`config.mk`:
```
export PLATFORM = sky130hd
export DESIGN_NAME = run_detect_scheduler
export DESIGN_NICKNAME = d
export VERILOG_FILES = /design/src/rtl/run_detect_pkg.sv /design/src/rtl/run_detect_scheduler_rr_arbiter.sv /design/src/rtl/run_detect_scheduler.sv
export SDC_FILE = /design/constraint.sdc
export NUM_CORES = 1
export LEC_CHECK = 0
export CORE_MARGIN = 5
export CORE_UTILIZATION = 55
export CTS_CLUSTER_DIAMETER = 60
export DETAILED_ROUTE_END_ITERATION = 10
export DONT_BUFFER_PORTS = 1
export PLACE_DENSITY = 0.71
export SETUP_SLACK_MARGIN = 0.05
export SLEW_MARGIN = 5
export SYNTH_ARGS = -nofsm -noshare
export SYNTH_HDL_FRONTEND = slang
export SYNTH_HIERARCHICAL = 1
export SYNTH_SLANG_ARGS = --single-unit
```
`constraint.sdc`:
```
create_clock -name clk -period 9.9 [get_ports clk]
set_clock_uncertainty 0.05 [all_clocks]
set_input_delay 1.98 -clock clk [delete_from_list [all_inputs] [get_ports clk]]
set_output_delay 1.98 -clock clk [all_outputs]
set_load 0.02 [all_outputs]
```
`src/rtl/run_detect_pkg.sv`:
```
// Shared types for the run-length detector scheduler: per-stream context,
// one-deep input slot, and the run-length update rule.
package run_detect_pkg;

    // Run field is sized for the largest supported RUN_LEN so every build shares one type.
    localparam int RUN_LEN_MAX = 15;
    localparam int RUN_W       = $clog2(RUN_LEN_MAX + 1);

    typedef struct packed {
        logic             last;
        logic [RUN_W-1:0] run;
    } ctx_t;

    typedef struct packed {
        logic valid;
        logic data;
    } slot_t;

    function automatic ctx_t next_ctx(input ctx_t cur, input logic b,
                                      input logic [RUN_W-1:0] run_max);
        ctx_t nxt;
        nxt.last = b;
        if (cur.run == '0 || b != cur.last)
            nxt.run = RUN_W'(1);
        else if (cur.run < run_max)
            nxt.run = cur.run + RUN_W'(1);
        else
            nxt.run = cur.run;
        return nxt;
    endfunction

endpackage

```
`src/rtl/run_detect_scheduler_rr_arbiter.sv`:
```
// Round-robin arbiter: grants the first request at or after i_ptr, wrapping
// modulo N, and returns both one-hot grant and encoded index.
module rr_arbiter #(
    parameter int N     = 4,
    parameter int IDX_W = $clog2(N)
) (
    input  logic [N-1:0]     i_req,
    input  logic [IDX_W-1:0] i_ptr,
    output logic [N-1:0]     o_grant,
    output logic [IDX_W-1:0] o_idx,
    output logic             o_any
);

    logic [IDX_W-1:0] w_cand;

    // Scan from the farthest offset down so the nearest request wins last.
    always_comb begin
        o_grant = '0;
        o_idx   = '0;
        o_any   = 1'b0;
        w_cand  = '0;
        for (int off = N - 1; off >= 0; off--) begin
            w_cand = IDX_W'((int'(i_ptr) + off) % N);
            if (i_req[w_cand]) begin
                o_grant         = '0;
                o_grant[w_cand] = 1'b1;
                o_idx           = w_cand;
                o_any           = 1'b1;
            end
        end
    end

endmodule

```
`src/rtl/run_detect_scheduler.sv`:
```
// NCH serial bit streams share one run-length detector; a round-robin
// scheduler feeds one pending bit per cycle and reports a tagged result.
module run_detect_scheduler
    import run_detect_pkg::*;
#(
    parameter  int NCH     = 4,
    parameter  int RUN_LEN = 4,
    parameter  int CNT_W   = 8,
    localparam int CH_W    = $clog2(NCH)
) (
    input  logic                 clk,
    input  logic                 reset,
    input  logic [NCH-1:0]       req,
    input  logic [NCH-1:0]       bit_in,
    input  logic [NCH-1:0]       chan_clr,
    output logic [NCH-1:0]       ack,
    output logic                 z_valid,
    output logic [CH_W-1:0]      z_ch,
    output logic                 z,
    output logic [NCH*CNT_W-1:0] hit_count,
    output logic [NCH-1:0]       overflow
);

    localparam logic [RUN_W-1:0] RUN_MAX = RUN_W'(RUN_LEN);
    localparam logic [CH_W-1:0]  LAST_CH = CH_W'(NCH - 1);

    slot_t            w_slot [NCH];
    ctx_t             w_ctx  [NCH];
    logic [NCH-1:0]   w_pend;
    logic [NCH-1:0]   w_grant;
    logic [CH_W-1:0]  w_idx;
    logic             w_any;
    ctx_t             w_cur;
    ctx_t             w_next;
    logic             w_z;
    logic             w_new_hit;

    logic [CH_W-1:0]  r_ptr;
    logic             r_z_valid;
    logic [CH_W-1:0]  r_z_ch;
    logic             r_z;

    rr_arbiter #(.N(NCH), .IDX_W(CH_W)) u_arb (
        .i_req   (w_pend),
        .i_ptr   (r_ptr),
        .o_grant (w_grant),
        .o_idx   (w_idx),
        .o_any   (w_any)
    );

    assign ack       = w_grant;
    assign w_cur     = w_ctx[w_idx];
    assign w_next    = next_ctx(w_cur, w_slot[w_idx].data, RUN_MAX);
    assign w_z       = (w_next.run == RUN_MAX);
    assign w_new_hit = w_z && (w_cur.run != RUN_MAX);

    genvar gi;
    generate
        for (gi = 0; gi < NCH; gi++) begin : g_ch
            slot_t            r_slot;
            ctx_t             r_ctx;
            logic [CNT_W-1:0] r_hit;
            logic             r_ovf;

            // A clear hides the slot from the arbiter in the same cycle.
            assign w_pend[gi] = r_slot.valid & ~chan_clr[gi];
            assign w_slot[gi] = r_slot;
            assign w_ctx[gi]  = r_ctx;
            assign hit_count[gi*CNT_W +: CNT_W] = r_hit;
            assign overflow[gi] = r_ovf;

            always_ff @(posedge clk) begin
                if (!reset) begin
                    r_slot <= '0;
                    r_ctx  <= '0;
                    r_hit  <= '0;
                    r_ovf  <= 1'b0;
                end else begin
                    if (chan_clr[gi]) begin
                        r_slot <= '0;
                        r_ctx  <= '0;
                    end else begin
                        if (req[gi] && (!r_slot.valid || w_grant[gi]))
                            r_slot <= '{valid: 1'b1, data: bit_in[gi]};
                        else if (w_grant[gi])
                            r_slot.valid <= 1'b0;
                        if (req[gi] && r_slot.valid && !w_grant[gi])
                            r_ovf <= 1'b1;
                        if (w_grant[gi])
                            r_ctx <= w_next;
                    end
                    if (w_grant[gi] && w_new_hit && r_hit != '1)
                        r_hit <= r_hit + CNT_W'(1);
                end
            end
        end
    endgenerate

    always_ff @(posedge clk) begin
        if (!reset) begin
            r_ptr     <= '0;
            r_z_valid <= 1'b0;
            r_z_ch    <= '0;
            r_z       <= 1'b0;
        end else begin
            r_z_valid <= w_any;
            if (w_any) begin
                r_z_ch <= w_idx;
                r_z    <= w_z;
                r_ptr  <= (w_idx == LAST_CH) ? '0 : w_idx + CH_W'(1);
            end
        end
    end

    assign z_valid = r_z_valid;
    assign z_ch    = r_z_ch;
    assign z       = r_z;

endmodule

```
==> results.md <==
* Status: finished clean
* H-tree Lvls at 3
* Post-synth top area share at 0.3587
* Max Slew Vio Count at 0
* Worst path max stage delay at 800 ps
* Sink Count at 70
* Hold Crit Start: g_ch[0].r_ctx[1]$_SDFFE_PP0P_
* Drt drc at 0
* Tmin final at between 6000 and 7000 ps
* Setup bufs post-CTS at 0
* Cell count of the worst hold path at 2
* # nets final at 457
* Final core utilization at 0.5982
* Num CTS Buffers at 9
* Starting Density at 0.5687
* Max Clk Rate at 166.3 MHz
* DR top layer: met4
* Antenna violations before repair at 0
* Total Routing Usage GR at 0.2136
* Detailed Route WL at ~9000 µm
* Max clock buf depth at 2
* Gr ovfl total at 0
* Row count at 30
* Max-cap violation count at 0
* Dominant cells by area after synthesis: dfxtp_1 (36%), mux2i_1 (8.2%), ha_1 (4.8%)
* Setup crit start kind: input port
* # IOs at 58
* ANT cells at 0
* CP Max Fanout at 10
* Critical R2R Launch: r_ptr[0]$_SDFFE_PN0P_
* Post-CTS sizing at 0
* CTS tree: done
* Share of cells above drive strength 1 at 0.09238
* CTS root buffer: clkbuf_8
* FF-to-FF path depth at 13
* Distinct cells, synth at 53
* Cell-by-cell trace of the critical path: nor2_1, mux4_2, nor2b_4, a22oi_1, a31oi_2
* Metal3 WL at 606 µm
* Finished Cell Area at 4109 µm²
* Synth-to-layout area growth at 5.189%
* Number of antenna-violating nets in the routed design at 0
* Leakage power at 1.396 nW
* Port-buffer cells at 0
* CTS Hold Bufs at 0
* Setup violations, final at 0
* Routability cong. at 0.7895
* Global-route wire length before repair at around 15,000 µm
* Met2 wire len at around 4300 µm
* RR Endpoint: g_ch[2].r_hit[4]$_SDFFE_PN0P_
* Via/cell ratio at 6.142
* Area leader, netlist: dfxtp_1
* Ys Warns at 6
* Die Y at 94.28 µm
* CP arrival at 3980 ps
* Overall power at 0.5908 mW
* Synth Register Bits at 70
* Hold WC Path Type: reg -> reg
* Rel. slew slack at 0.3563
* Peak VDD IR at approximately 0.10 mV
* Final non-filler cell total at 529
* Placed Instances at 513
* Final HPWL DP at 6353 µm
* Synthesized cell area at 3906 µm²
* RSZ-0062 raised after global routing: false
* Crit path kind: in -> out
* Placed cell area at 3909 µm²
* Wl on met1 at 4116 µm
* Post-synth EDFFs at 0
* Drt first pass iters at 4
* DR iter-0 viols at approximately 140
* Slew @ Worst Pin at 962.5 ps
* Setup Total Neg Slack at 0 ps
* Flop2flop setup slack at 4760 ps
* Hold EP: g_ch[0].r_ctx[1]$_SDFFE_PP0P_
* Later-pin clock latency in the skew report at 360 ps
* Via count at 3,249
* Most frequent cell after synthesis: dfxtp_1
* Worst-path clk slew at 70 ps
* Slowest cell on the critical path: a31oi_2
* Asr flop ratio synth at 0
* Ratio of final minimum period to clock period at 0.6074
* Core area at slightly below 7000 µm²
* Post-synth top flop: dfxtp_1
* Largest net degree at the start of global routing at 54
* Seq/Total Area, Yosys at 0.3587
* Crit. End Element: primary output
* Top post-synthesis cells by count: dfxtp_1 (70), nor2_1 (50), a21oi_1 (32), mux2i_1 (32), nand2_1 (25)
* Final Hold Fails at 0
* DIE AREA at 8888 µm²
* Syn avg cell area at approximately 9 µm²
* Chip width at 94.28 µm
* Critical path required time at slightly below 8000 ps
* Number of global-route vias before repair at 2,964
* Routed wire per std cell at 17.25 µm
* P per Cell Area at 143.8 nW/µm²
* Post-Syn Instances at 442
* Synthesized netlist net count at 471
-- layer usage --
metal  GRT usage  up-vias
li1            -     1600
met5           0        -
met1      0.2829     1542
met4     0.07581        0
met2      0.3316       92
met3     0.06010       15
-- registers in the layout (all words and copies together) (netlist names) --
register / flops
g_ch.r_ctx: 20
g_ch.r_hit: 32
g_ch.r_ovf: 4
g_ch.r_slot: 8
r_ptr: 2
z: 1
z_ch: 2
z_valid: 1
-- worst max path at each step --
stage,from,endpoint,cells after the start
finish,chan_clr[1],ack[3],5
global route,chan_clr[3],g_ch[0].r_hit[4]$_SDFFE_PN0P_,11
CTS,chan_clr[1],ack[3],5
detailed placement,chan_clr[3],g_ch[0].r_hit[4]$_SDFFE_PN0P_,11
global placement,chan_clr[1],g_ch[0].r_hit[4]$_SDFFE_PN0P_,11
floorplan,chan_clr[3],g_ch[0].r_hit[5]$_SDFFE_PN0P_,12
-- kinds of logic (layout without fill, tap and decap cells) --
logic type,after synthesis,count (layout),synth area share
AOI/OAI and AO/OA,88,88,0.1403
DFF,70,70,0.3587
adders and majority gates,15,15,0.04805
xor gates and xnor gates,2,2,0.004485
and+or+nand+nor,178,178,0.2470
muxes,44,44,0.1441
buffers and inverters,45,36,0.05733
-- report_power, final --
| group | internal [mW] | leakage (nW) | switching (mW) | total (mW) |
|---|---|---|---|---|
| clock | 0.123 | 0.0955 | 0.112 | 0.236 |
| sequential | 0.285 | 0.565 | 0.00587 | 0.291 |
| combinational | 0.0232 | 0.735 | 0.0409 | 0.0641 |
| total | 0.432 | 1.40 | 0.159 | 0.591 |
-- placed cells by master, fill, tap and decap left out, types with 2 or more instances in the layout --
| cell type | instances |
|---|---|
| inv_1 | 14 |
| nor3b_1 | 6 |
| ha_1 | 15 |
| dfxtp_1 | 70 |
| and4_1 | 5 |
| a31oi_1 | 6 |
| nand3_1 | 19 |
| a211oi_1 | 4 |
| a31oi_2 | 2 |
| and2_1 | 2 |
| buf_4 | 5 |
| or2_2 | 2 |
| or4_1 | 11 |
| o21ai_0 | 14 |
| nand2b_1 | 16 |
| clkinvlp_4 | 2 |
| o31ai_1 | 14 |
| and3_1 | 6 |
| or3_1 | 7 |
| nand4_1 | 12 |
| nor3_1 | 5 |
| mux4_2 | 8 |
| nand2_1 | 25 |
| clkbuf_8 | 10 |
| nor2_1 | 50 |
| a21oi_1 | 32 |
| nor4bb_1 | 3 |
| o211ai_1 | 3 |
| o21a_1 | 2 |
| mux2i_1 | 32 |
| a22oi_1 | 4 |
| nand3b_1 | 2 |
-- through the flow --
step | setup WS, ps | hold WS [ps]
6_report | 3887 | 431.0
5_1_grt | 3733 | 433.1
4_1_cts | 3912 | 422.5
3_5_place_dp | 3811 | 406.4
3_3_place_gp | 3865 | 404.1
2_1_floorplan | 4407 | 388.0
-- layout make-up --
class / instances / area [µm²]
Sequential cell: 70 / 1401
Tap cell: 96 / 120.1
Timing Repair Buffer: 5 / 37.54
Inverter: 15 / 56.30
Clock buffer: 11 / 141.4
Clock inverter: 5 / 58.81
Fill cell: 620 / 2760
Multi-Input combinational cell: 327 / 2293
-- critical path: cells and delay by family --
kind | cells | cell delay (ps)
multiplexers | 1 | 400
AND/OR/NAND/NOR | 2 | 690
AO/OA/AOI/OAI | 2 | 900
No activity file was read; power rests on OpenSTA's default activity.
